`src/rtl/alu_arb_pkg.sv`:
```
// Shared definitions for the two-requester ALU arbiter: widths, FSM encoding,
// ALU command codes and the unsupported-command test.
package alu_arb_pkg;

  localparam int OPW  = 8;
  localparam int RESW = 16;
  localparam int CMDW = 5;

  localparam logic [CMDW-1:0] CMD_MAX = 5'd23;

  typedef enum logic [1:0] {
    ST_IDLE = 2'd0,
    ST_EXEC = 2'd1,
    ST_RESP = 2'd2
  } state_e;

  localparam logic [CMDW-1:0] CMD_ADD  = 5'd0;
  localparam logic [CMDW-1:0] CMD_SUB  = 5'd1;
  localparam logic [CMDW-1:0] CMD_MUL  = 5'd2;
  localparam logic [CMDW-1:0] CMD_SMUL = 5'd3;
  localparam logic [CMDW-1:0] CMD_AND  = 5'd4;
  localparam logic [CMDW-1:0] CMD_OR   = 5'd5;
  localparam logic [CMDW-1:0] CMD_XOR  = 5'd6;
  localparam logic [CMDW-1:0] CMD_NOR  = 5'd7;
  localparam logic [CMDW-1:0] CMD_NAND = 5'd8;
  localparam logic [CMDW-1:0] CMD_XNOR = 5'd9;
  localparam logic [CMDW-1:0] CMD_NOT  = 5'd10;
  localparam logic [CMDW-1:0] CMD_SHL  = 5'd11;
  localparam logic [CMDW-1:0] CMD_SHR  = 5'd12;
  localparam logic [CMDW-1:0] CMD_ASR  = 5'd13;
  localparam logic [CMDW-1:0] CMD_ROL  = 5'd14;
  localparam logic [CMDW-1:0] CMD_ROR  = 5'd15;
  localparam logic [CMDW-1:0] CMD_INC  = 5'd16;
  localparam logic [CMDW-1:0] CMD_DEC  = 5'd17;
  localparam logic [CMDW-1:0] CMD_MIN  = 5'd18;
  localparam logic [CMDW-1:0] CMD_MAX8 = 5'd19;
  localparam logic [CMDW-1:0] CMD_EQ   = 5'd20;
  localparam logic [CMDW-1:0] CMD_LT   = 5'd21;
  localparam logic [CMDW-1:0] CMD_SLT  = 5'd22;
  localparam logic [CMDW-1:0] CMD_ABSD = 5'd23;

  function automatic logic cmd_unsupported(input logic [CMDW-1:0] c);
    return c > CMD_MAX;
  endfunction

endpackage

```
`src/rtl/alu_arbiter_alu.sv`:
```
// ALU_8bit: combinational 8-bit ALU with a 16-bit result. Output is forced to
// zero whenever enable is low so an idle datapath presents a quiet bus.
module ALU_8bit
  import alu_arb_pkg::*;
(
  input  logic [OPW-1:0]  a,
  input  logic [OPW-1:0]  b,
  input  logic [CMDW-1:0] command,
  input  logic            enable,
  output logic [RESW-1:0] y
);

  logic        [RESW-1:0] ua, ub, res;
  logic signed [RESW-1:0] sa, sb;
  logic        [2:0]      sh;
  logic        [OPW-1:0]  rol8, ror8;

  assign ua   = {{(RESW-OPW){1'b0}}, a};
  assign ub   = {{(RESW-OPW){1'b0}}, b};
  assign sa   = {{(RESW-OPW){a[OPW-1]}}, a};
  assign sb   = {{(RESW-OPW){b[OPW-1]}}, b};
  assign sh   = b[2:0];
  assign rol8 = (a << sh) | (a >> (4'd8 - {1'b0, sh}));
  assign ror8 = (a >> sh) | (a << (4'd8 - {1'b0, sh}));

  // Command decode; codes above CMD_MAX yield zero
  always_comb begin
    res = '0;
    case (command)
      CMD_ADD:  res = ua + ub;
      CMD_SUB:  res = ua - ub;
      CMD_MUL:  res = ua * ub;
      CMD_SMUL: res = sa * sb;
      CMD_AND:  res = ua & ub;
      CMD_OR:   res = ua | ub;
      CMD_XOR:  res = ua ^ ub;
      CMD_NOR:  res = {{(RESW-OPW){1'b0}}, ~(a | b)};
      CMD_NAND: res = {{(RESW-OPW){1'b0}}, ~(a & b)};
      CMD_XNOR: res = {{(RESW-OPW){1'b0}}, ~(a ^ b)};
      CMD_NOT:  res = {{(RESW-OPW){1'b0}}, ~a};
      CMD_SHL:  res = ua << sh;
      CMD_SHR:  res = ua >> sh;
      CMD_ASR:  res = sa >>> sh;
      CMD_ROL:  res = {{(RESW-OPW){1'b0}}, rol8};
      CMD_ROR:  res = {{(RESW-OPW){1'b0}}, ror8};
      CMD_INC:  res = ua + 16'd1;
      CMD_DEC:  res = ua - 16'd1;
      CMD_MIN:  res = (ua < ub) ? ua : ub;
      CMD_MAX8: res = (ua > ub) ? ua : ub;
      CMD_EQ:   res = {15'd0, a == b};
      CMD_LT:   res = {15'd0, ua < ub};
      CMD_SLT:  res = {15'd0, sa < sb};
      CMD_ABSD: res = (ua >= ub) ? (ua - ub) : (ub - ua);
      default:  res = '0;
    endcase
  end

  assign y = enable ? res : '0;

endmodule

```
`src/rtl/alu_arbiter.sv`:
```
// alu_arbiter: round-robin arbiter sharing one ALU_8bit between two
// requesters. One operation in flight: IDLE accepts, EXEC holds the ALU
// enabled for SETTLE_CYCLES, RESP presents the registered result.
module alu_arbiter
  import alu_arb_pkg::*;
#(
  parameter int SETTLE_CYCLES = 1
) (
  input  logic            clk,
  input  logic            rst_n,
  input  logic            req0_valid,
  output logic            req0_ready,
  input  logic [OPW-1:0]  req0_a,
  input  logic [OPW-1:0]  req0_b,
  input  logic [CMDW-1:0] req0_cmd,
  input  logic            req1_valid,
  output logic            req1_ready,
  input  logic [OPW-1:0]  req1_a,
  input  logic [OPW-1:0]  req1_b,
  input  logic [CMDW-1:0] req1_cmd,
  output logic            resp_valid,
  input  logic            resp_ready,
  output logic [RESW-1:0] resp_y,
  output logic            resp_id,
  output logic            resp_err,
  output logic            busy
);

  localparam logic [3:0] SETTLE_LAST = 4'(SETTLE_CYCLES - 1);

  state_e          state, state_nxt;
  logic [3:0]      settle_cnt;
  logic            settle_done;
  logic            last_grant;
  logic            grant0, grant1;
  logic            accept;
  logic            sel;
  logic            id_q, err_q;
  logic            alu_en;
  logic [RESW-1:0] alu_y;
  logic [OPW-1:0]  op_a_p0, op_b_p0;
  logic [CMDW-1:0] cmd_p0;

  assign settle_done = (settle_cnt == SETTLE_LAST);

  // State register
  always_ff @(posedge clk or negedge rst_n) begin
    if (!rst_n) state <= ST_IDLE;
    else        state <= state_nxt;
  end

  // Next-state: accept -> EXEC -> (settle done) RESP -> (handshake) IDLE
  always_comb begin
    state_nxt = state;
    case (state)
      ST_IDLE: if (accept)      state_nxt = ST_EXEC;
      ST_EXEC: if (settle_done) state_nxt = ST_RESP;
      ST_RESP: if (resp_ready)  state_nxt = ST_IDLE;
      default:                  state_nxt = ST_IDLE;
    endcase
  end

  // Outputs: grant on tie goes to the requester not granted last; ready is
  // gated by rst_n so it reads low for the whole reset window
  always_comb begin
    grant0     = req0_valid && (!req1_valid || last_grant);
    grant1     = req1_valid && (!req0_valid || !last_grant);
    req0_ready = rst_n && (state == ST_IDLE) && grant0;
    req1_ready = rst_n && (state == ST_IDLE) && grant1;
    accept     = req0_ready || req1_ready;
    sel        = req1_ready;
    busy       = (state != ST_IDLE);
    resp_valid = (state == ST_RESP);
    alu_en     = (state == ST_EXEC) && !err_q;
  end

  // ---- stage p0: operands captured on accept, held stable through EXEC ----
  always_ff @(posedge clk) begin
    if (accept) begin
      op_a_p0 <= sel ? req1_a   : req0_a;
      op_b_p0 <= sel ? req1_b   : req0_b;
      cmd_p0  <= sel ? req1_cmd : req0_cmd;
    end
  end

  ALU_8bit u_alu (
    .a       (op_a_p0),
    .b       (op_b_p0),
    .command (cmd_p0),
    .enable  (alu_en),
    .y       (alu_y)
  );

  // ---- stage p1: arbitration bookkeeping, settle count and result capture ----
  always_ff @(posedge clk or negedge rst_n) begin
    if (!rst_n) begin
      settle_cnt <= '0;
      last_grant <= 1'b1;
      id_q       <= 1'b0;
      err_q      <= 1'b0;
      resp_y     <= '0;
      resp_id    <= 1'b0;
      resp_err   <= 1'b0;
    end else if (accept) begin
      last_grant <= sel;
      id_q       <= sel;
      err_q      <= cmd_unsupported(sel ? req1_cmd : req0_cmd);
      settle_cnt <= '0;
    end else if (state == ST_EXEC) begin
      if (settle_done) begin
        settle_cnt <= '0;
        resp_y     <= err_q ? '0 : alu_y;
        resp_id    <= id_q;
        resp_err   <= err_q;
      end else begin
        settle_cnt <= settle_cnt + 4'd1;
      end
    end
  end

endmodule

```
`config.mk`:
```
export PLATFORM = sky130hd
export DESIGN_NAME = alu_arbiter
export DESIGN_NICKNAME = d
export VERILOG_FILES = /design/src/rtl/alu_arb_pkg.sv /design/src/rtl/alu_arbiter_alu.sv /design/src/rtl/alu_arbiter.sv
export SDC_FILE = /design/constraint.sdc
export NUM_CORES = 1
export LEC_CHECK = 0
export ABC_AREA = 1
export CORE_MARGIN = 2
export CORE_UTILIZATION = 30
export CTS_CLUSTER_DIAMETER = 80
export DETAILED_ROUTE_END_ITERATION = 8
export SETUP_SLACK_MARGIN = 0.05
export SLEW_MARGIN = 25
export SYNTH_ARGS = -nofsm -noshare
export SYNTH_HDL_FRONTEND = slang
export SYNTH_SLANG_ARGS = --single-unit
```
`constraint.sdc`:
```
create_clock -name clk -period 5.1 [get_ports clk]
set_input_delay 0.51 -clock clk [delete_from_list [all_inputs] [get_ports clk]]
set_output_delay 0.51 -clock clk [all_outputs]
set_load 0.05 [all_outputs]
```
==> summary.md <==
| Metric | Value |
|---|---|
| Critical path type | reg2reg |
| Register bit total from synthesis | 48 |
| FF-to-FF Start | op_b_p0[0] |
| Worst-path clk slew | 0.08 ns |
| Area of the die | 37560 um^2 |
| Vias/cell | 5.069 |
| Initial antenna violation count | 2 |
| Post-detailed-route DRC marker count | 0 |
| Starting density of the core | 30.46% |
| Hold Violations, Final | 0 |
| # IOs | 69 |
| Grt ovf | 0 |
| Gate Count Post-Synth | 1737 |
| Final nets | 2055 |
| Final WL | 43.00 mm |
| WL per Instance | 18.85 um |
| Die Wd | 193.8 um |
| Total CTS buffers | 5 |
| Met1 Wirelength | 18.67 mm |
| Status | completed |
| RSZ-0062 raised after global routing | yes |
| Die span in y | 193.8 um |
| Slew HR | 35.82% |
| Slew @ Worst Pin | 0.9616 ns |
| Clk Latency, worst-skew pair | 0.31 ns |
| Slew Limit Fails | 0 |
| Commonest cells after routing, fill and taps aside | nand2_1, inv_1, nand3_1 |
| Root Buffer | clkbuf_16 |
| Met3 wire len | 3.556 mm |
| Met2 Routed Length | 19.16 mm |
| Post-Syn Area | 10810 um^2 |
| R2R setup slack | 0.25 ns |
| RD Place Congestion | 1.033 |
| Startpoint Class | flop |
| Final setup fails | 0 |
| Top FF cell, synth | dfrtp_1 |
| DP HPWL | 36.31 mm |
| FP Rows | 69 |
| Area Overhead vs Synth | 15.08% |
| Drt initial violations | 1228 |
| Number of global-route vias before repair | 11141 |
| MaxCap Viol Count | 0 |
| Synthesized Nets | 1974 |
| Pre-CTS WS | 0.2377 ns |
| WHS Endpoint | resp_id |
| H-Tree Depth | 2 |
| EDFF count, synth | 21 |
| Warnings, synthesis | 0 |
| TritonCTS Sinks | 48 |
| Largest net degree at the start of global routing | 29 |
| Setup_tns | 0 ns |
| Seq/Total Area, Yosys | 12.10% |
| Via Count | 11562 |
| Final ANT Viol Nets | 0 |
| Most common cell after layout, fill and taps aside | nand2_1 |
| Post-route setup slack | 0.2453 ns |
| Hold Buf Count CTS | 0 |
| Share of layout cells above drive strength 1 | 6.542% |
| Core ar. | 35480 um^2 |
| Port bufs | 68 |
| CP Capture Type | flop |
| Clk buf depth | 2 |
| Reg2Reg Depth | 19 |
| HP Start | resp_id |
| Crit-path max FO | 7 |
| Avg Inst Size Synth | 6.223 um^2 |
| Post-route clock period utilization | 95.19% |
| Setup Skew | 0.01149 ns |
| WP data arrival | 5.05 ns |
| FF-to-FF End | resp_y[8] |
| Req. time, crit path | 5.30 ns |
| Router iterations before antenna repair | 6 |
| GRT Total Usage | 22.63% |
| Global-route wire length before repair | 65.81 mm |
| Fin crit period | 4.855 ns |
| CTS tree | done |
| Worst Hold Depth | 2 |
| Async S/R FF share, synth | 56.25% |
| Fmax | 0.2060 GHz |
| Min-Delay Path Class | reg2reg |
| # fillers | 3882 |
| Highest routed metal layer | met5 |
| Synth cell types | 51 |
-- metrics by stage --
step / std cells / instance area (um^2) / hold WS (ns) / utilization, %
2_1_floorplan: 1737 / 10810 / 0.2144 / -
3_3_place_gp: 2263 / 12150 / 0.4676 / 34.24
3_5_place_dp: 2263 / 12150 / 0.4693 / 34.24
4_1_cts: 2271 / 12340 / 0.4975 / 34.79
5_1_grt: 2280 / 12440 / 0.5098 / 35.05
6_report: 2281 / 12440 / 0.4951 / 35.06
-- area by class of cell --
type	instances	area, um^2	share of cell area [%]
diodes	1	2.502	0.02012
inverters	333	1252	10.07
flip-flops and latches	48	1308	10.51
clock buffers	5	125.1	1.006
well taps	461	576.8	4.637
clock inverters	3	68.82	0.5532
repair buffers	115	1059	8.509
multi-input cells	1315	8048	64.70
-- critical path, cell delays in order (launching register included) --
cell	delay [ns]
edfxtp_1	0.71
nand2_1	0.15
inv_1	0.15
fa_1	0.46
fa_1	0.50
fa_1	0.54
inv_1	0.05
fa_1	0.47
inv_1	0.04
ha_1	0.35
a21oi_1	0.28
nand2_1	0.15
o21ai_0	0.16
a21oi_1	0.06
nor2_1	0.10
o21ai_1	0.14
a21oi_1	0.18
nand3_1	0.10
nand2_1	0.10
nand2_1	0.05
-- cells in the mapped netlist, types with 20 or more instances --
cell type    n  share of area, %
a21oi_1     54               2.5
nand2_1    594                21
edfxtp_1    21               5.8
inv_1      300                10
o21ai_0     35               1.6
dfrtp_1     26               6.0
ha_1       102                12
fa_1        88                16
nor2_1     151               5.2
clkbuf_1    22              0.76
inv_2       30               1.0
nand4_1     26               1.5
o21ai_1     20              0.93
nand3_1    160               7.4
-- what timing repair did --
| item | 4_1_cts | 5_1_grt |
|---|---|---|
| setup buffers | 0 | 9 |
| gates resized for setup | 0 | 0 |
| endpoints found under the setup margin | 0 | 3 |
-- routing by layer --
| layer | vias to the layer above | global-route usage, % |
|---|---|---|
| met5 | - | 0 |
| met4 | 2 | 7.688 |
| met3 | 82 | 3.270 |
| met2 | 553 | 36.30 |
| met1 | 5376 | 31.18 |
| li1 | 5549 | - |
-- flip-flops by register name (all words and copies together) (netlist names) --
signal,cells
last_grant,1
op_b_p0,8
id_q,1
resp_id,1
resp_err,1
resp_y,16
cmd_p0,5
op_a_p0,8
settle_cnt,4
err_q,1
state,2
-- kinds of logic (layout without fill, tap and decap cells) --
group | after synthesis | count (layout) | share of synthesized area [%]
other cells | 0 | 1 | 0
compound gates | 140 | 140 | 7.235
fa+ha+maj | 190 | 190 | 28.11
buf+inv | 374 | 456 | 13.45
simple gates | 968 | 968 | 37.49
flops | 48 | 48 | 12.10
xor+xnor | 17 | 17 | 1.621
-- how the worst max path moves through the flow --
stage / cells past startpoint / to / startpoint
floorplan: 23 / resp_y[8] / op_b_p0[2]
global placement: 21 / resp_y[8] / op_b_p0[5]
detailed placement: 21 / resp_y[8] / op_a_p0[5]
CTS: 21 / resp_y[8] / op_a_p0[5]
global route: 21 / resp_y[13] / op_b_p0[4]
finish: 19 / resp_y[8] / op_b_p0[0]
Power is left out: the tool's default activity adds up to more than one toggle a clock period on the data nets, which glitch-free logic cannot reach.
==> patch 1, RTL diff (same flow settings) <==
Put one more register stage on the output `resp_err`. The value now appears one clock later. The other outputs are not delayed to match.
--- a/src/rtl/alu_arbiter.sv
+++ b/src/rtl/alu_arbiter.sv
@@ -27,6 +27,8 @@
 );
 
   localparam logic [3:0] SETTLE_LAST = 4'(SETTLE_CYCLES - 1);
+
+  logic resp_err_s0;
 
   state_e          state, state_nxt;
   logic [3:0]      settle_cnt;
@@ -100,7 +102,7 @@
       err_q      <= 1'b0;
       resp_y     <= '0;
       resp_id    <= 1'b0;
-      resp_err   <= 1'b0;
+      resp_err_s0 <= 1'b0;
     end else if (accept) begin
       last_grant <= sel;
       id_q       <= sel;
@@ -111,12 +113,16 @@
         settle_cnt <= '0;
         resp_y     <= err_q ? '0 : alu_y;
         resp_id    <= id_q;
-        resp_err   <= err_q;
+        resp_err_s0 <= err_q;
       end else begin
         settle_cnt <= settle_cnt + 4'd1;
       end
     end
   end
 
+  always_ff @(posedge clk) begin
+    resp_err <= resp_err_s0;
+  end
+
 endmodule
 
Formal check against the unedited RTL: not equivalent (a bounded check fails within 4 cycles, from zero or initial values and one cycle with rst_n low).
==> patch 1 against the unedited design <==
Die area shrank 1.3%; non-clock buffer count decreased by 5; routed wire length is 0.27% lower; worst setup slack lost 0.077 ns; final cell count is 1.8% lower; hold slack worse by 0.13 ns; synthesized area fell by 1.3%; sequential cell count increased by 1; cell area decreased by 1.8%.
==> patch 1: results (changes against the unedited design) <==
Detailed routing
  – Pre-Repair DR Iteration Count: 5 (-1)
  – Routed WL: 42.9 mm (-0.27%)
  – Starting DRT DRC Count: 1,179 (-4.0%)
  – Total number of vias: 11,268 (-2.5%)

Clock network
  – Worst-path clk slew: 0.10 ns (+0.02 ns)
  – Worst skew pair latency: 0.33 ns (+0.02 ns)
  – Clock tree buffer depth: 2 (unchanged)

Worst setup path
  – Worst r2r src: op_a_p0[1]
  – Crit Path Category: reg -> reg
  – Worst-path maximum fanout: 10 (+3)
  – CP endpoint: resp_y[9]
  – Reg2reg setup slack: 0.17 ns (-0.08 ns)
  – Worst r2r path cells: 21 (+2)
  – Worst R2R End: resp_y[9]
  – Worst path max stage delay: 0.67 ns (-0.04 ns)
  – Critical path's top delay family: adder cells

STA
  – Worst-Margin Slew: 0.928 ns (-0.0336 ns)
  – Skew final: 0.0189 ns (+0.00736 ns)

Layout
  – Share of layout cells above drive strength 1: 6.02% (-0.52 points)
  – N_diodes: 0 (-1)
  – Fillcell total: 3,886 (+0.10%)
  – Fin nets: 2,014 (-2.0%)

Yosys
  – Post-synth net total: 1,938 (-1.8%)
  – Register area share after synthesis: 12.4% (+0.35 points)
  – Ys Warns: 0 (unchanged)
  – Synth unique cells: 46 (-9.8%)
  – Fraction of registers with async set or reset after synthesis: 55.1% (-1.1 points)
  – Commonest cells in the netlist: nand2_1, inv_1, nor2_1, nand3_1, ha_1
  – Ranking of synthesized cells by area: nand2_1, fa_1, ha_1

Place
  – Final HPWL from detailed placement: 36.1 mm (-0.68%)
  – Gpl congestion: 1.02 (-1.6%)

Pwr
  – Leak Pwr: 6.67 nW

Global routing
  – Total GRT Usage: 23.2% (+0.62 points)
  – Initial antenna violation count: 0 (-2)
  – First-pass GRT wire length: 64.3 mm (-2.3%)

Outcome
  – Status: completed
## patch 1: logic make-up (layout without fill, tap and decap cells)
kind of cell             count (synthesis)  after routing  synth area share [%]
XOR/XNOR                                14             14                  1.15
flip-flops                              49             49                  12.4
AO/OA/AOI/OAI                          168            168                  8.66
buffers and inverters                  372            449                  13.5
AND/OR/NAND/NOR                        908            908                  35.8
adder cells (fa/ha/maj)                190            190                  28.5
## patch 1: layer usage
metal  track usage, %  part of all wire, %
met2             37.9                   45
met3             2.38                  6.3
met4             7.75                  3.5
met1             32.1                   45
met5                0                    0
## patch 1: worst min path at each step
stage,endpoint,depth (start not counted),slack (ns),startpoint
after global routing,resp_err,0,0.39,resp_err_s0
after floorplan,err_q,0,0.21,rst_n
after detailed placement,resp_err,0,0.37,resp_err_s0
after global placement,resp_err,0,0.36,resp_err_s0
after CTS,resp_err,0,0.37,resp_err_s0
final,resp_err,0,0.36,resp_err_s0
## patch 1: power groups by stage
stage	clock, W	combinational, W	sequential (W)
5_1_grt	0.000411	0.00928	0.000727
6_report	0.000396	0.00826	0.000714
3_3_place_gp	0	0.00799	0.000728
2_1_floorplan	0	0.00567	0.000837
3_5_place_dp	0	0.00809	0.000731
4_1_cts	0.000398	0.00813	0.000720
## patch 1: what timing repair did
action / in CTS / in global routing
resized for setup: 0 / 3
buffers inserted: 1 / 9
endpoints found under the setup margin: 2 / 4
## patch 1: layout make-up
class | count | area (µm²) | share of cell area [%]
clock buffer | 5 | 125 | 1.02
clock inverter | 3 | 28.8 | 0.236
inverter | 331 | 1240 | 10.2
multi-input combinational | 1280 | 7900 | 64.7
sequential | 49 | 1330 | 10.9
tap | 461 | 577 | 4.72
timing repair buffer | 110 | 1010 | 8.26
## patch 1: per-stage QoR
step / setup WS (ns) / power, W / area (µm²) / hold WS (ns) / std cells
after CTS: 0.161 / 0.00925 / 12100 / 0.373 / 2230
after floorplan: 0.550 / 0.00651 / 10700 / 0.214 / 1701
after detailed placement: 0.0155 / 0.00882 / 12000 / 0.367 / 2221
after global routing: 0.0735 / 0.0104 / 12200 / 0.390 / 2239
after global placement: 0.162 / 0.00872 / 12000 / 0.357 / 2221
final: 0.169 / 0.00937 / 12200 / 0.363 / 2239
==> patch 2, RTL diff (config.mk and constraints unchanged) <==
Made on the original files. The package constant `OPW` goes from 8 to 12.
--- a/src/rtl/alu_arb_pkg.sv
+++ b/src/rtl/alu_arb_pkg.sv
@@ -2,7 +2,7 @@
 // ALU command codes and the unsupported-command test.
 package alu_arb_pkg;
 
-  localparam int OPW  = 8;
+  localparam int OPW  = 12;
   localparam int RESW = 16;
   localparam int CMDW = 5;
 
Ports: changed (resized req0_a, req0_b, req1_a and req1_b); port bits go from 69 to 85. No check against the original RTL was run, so the function may have changed too.
==> patch 2 against the unedited design <==
Cell area up 48%; via count grew 41%; global-route usage up 1.9 points; sequential cell count rose by 8; routed wire length rose by 47%; synthesized cell count grew 35%; synthesized area is 35% higher; first-iteration DRC count is 30% higher; die area is 34% higher; worst setup slack worse by 0.12 ns.
Power is not shown: default switching activity piles up to over one toggle a cycle in this logic, so the estimate is an artifact.
==> patch 2: results (changes against the unedited design) <==
STA
  – Slew HR: 40.3% (+4.5 points)
  – Skew final: 0.0119 ns (+0.000433 ns)
  – Worst hold margin: 0.475 ns (-0.0197 ns)

Worst setup path
  – Worst r2r path cells: 28 (+9)
  – Worst R2R End: resp_y[14]
  – Worst-path maximum fanout: 5 (-2)
  – Worst path max stage delay: 0.52 ns (-0.19 ns)
  – Slowest-stage cell, CP: fa_1
  – Reg2reg setup slack: 0.13 ns (-0.12 ns)
  – Worst endpoint data arrival time: 5.22 ns (+0.17 ns)
  – Worst r2r src: op_b_p0[5]

Layout
  – Regs by FF count: resp_y (16), op_a_p0 (12), op_b_p0 (12)
  – Final std cells w/o fill: 3,189 (+40%)
  – Fin nets: 2,881 (+40%)
  – Fillcell total: 5,146 (+33%)
  – N_diodes: 0 (-1)
  – Share of layout cells above drive strength 1: 17.9% (+11 points)

Place
  – Post-Place Worst Slack: -0.105 ns (-0.343 ns)
  – Gpl congestion: 1.02 (-1.2%)
  – Port bufs: 84 (+24%)
  – Final HPWL from detailed placement: 52.6 mm (+45%)
  – Placed insts: 3,139 (+39%)
  – Placed Area: 0.0172 mm² (+41%)

Detailed routing
  – Vias per cell: 5.11 (+0.86%)
  – Routed length on met1: 27.6 mm (+48%)
  – Routed WL: 63.2 mm (+47%)
  – DR top layer: met5
  – Starting DRT DRC Count: 1,596 (+30%)
  – Met2 wire length: 29.3 mm (+53%)
  – Met3 wire len: 4.23 mm (+19%)
  – Pre-Repair DR Iteration Count: 7 (+1)

Flow run
  – Max Cap Viol: 0 (unchanged)

Clock network
  – Worst-path clk slew: 0.08 ns (about the same)
  – Worst skew pair latency: 0.32 ns
  – Clk root buf: clkbuf_16
  – Clock tree buffer depth: 2 (unchanged)

Yosys
  – EDFF count, synth: 29 (+38%)
  – Largest area contributor in the netlist: nand2_1
  – Fraction of registers with async set or reset after synthesis: 48.2% (-8.0 points)
  – Post-Synthesis Cells: 2,339 (+35%)
  – Post-synth net total: 2,647 (+34%)
  – Register area share after synthesis: 10.6% (-1.5 points)
  – Ys Warns: 0 (unchanged)
  – Commonest cells in the netlist: nand2_1, inv_1, nand3_1, nor2_1, ha_1
  – Ranking of synthesized cells by area: nand2_1, fa_1, inv_1
  – Synth unique cells: 60 (+18%)
  – Ys flop type: edfxtp_1

Global routing
  – Largest net degree at the start of global routing: 33 (+14%)
  – Total GRT Usage: 24.5% (+1.9 points)
  – First-pass GRT wire length: 93.5 mm (+42%)
  – Vias in the first global route: 15,491 (+39%)

Worst hold path
  – Worst hold path cell count: 2 (unchanged)
  – Worst Hold End: last_grant
  – Worst Hold Launch: last_grant

Outcome
  – Status: completed
==> patch 2: cell count changes after synthesis, sizes merged, moves of 7 or more <==
cell	change
nand3	+23
o211ai	+13
nor2	+17
nand2	+178
nor3	+12
ha	+23
o21ai	+81
a21oi	+26
fa	+32
edfxtp	+8
inv	+124
buf	+33
o22ai	+7
nand3b	+7
==> patch 2: cells by family after synthesis <==
kind of cell | Yosys count | synth area share [%]
adders and majority gates | 245 | 27.2
DFF | 56 | 10.6
buffers and inverters | 533 | 14.6
AOI/OAI and AO/OA | 286 | 11.4
xor gates and xnor gates | 21 | 1.36
and+or+nand+nor | 1197 | 34.8
muxes | 1 | 0.0687
==> patch 2: per-layer routing <==
metal / track usage, % / up-vias
li1: - / 7743
met4: 7.69 / 2
met2: 40.1 / 710
met1: 34.3 / 7745
met5: 0 / -
met3: 1.91 / 103
==> patch 2: how the worst max path moves through the flow <==
| stage | from | to | slack [ns] | depth (start not counted) |
|---|---|---|---|---|
| floorplan | op_b_p0[1] | resp_y[13] | 0.08 | 25 |
| global placement | op_b_p0[7] | resp_y[15] | -0.11 | 19 |
| detailed placement | op_a_p0[4] | resp_y[14] | -0.11 | 25 |
| CTS | op_b_p0[0] | resp_y[14] | 0.02 | 23 |
| global route | op_b_p0[5] | resp_y[15] | -0.06 | 23 |
| finish | op_b_p0[5] | resp_y[14] | 0.13 | 28 |
==> patch 2: layout make-up <==
cell class              count  area, µm²  share of cell area, %
inverters                 458       1730                   9.38
flip-flops and latches     56       1550                   8.41
multi-input cells        1750      11600                   62.8
clock inverters             3       23.8                  0.129
clock buffers               5        125                  0.680
repair buffers            302       2660                   14.4
well taps                 615        769                   4.18
==> patch 2: timing repair <==
item,in CTS,in global routing
resized for setup,23,184
endpoints found under the setup margin,5,10
pin swaps,14,84
setup buffers,11,33
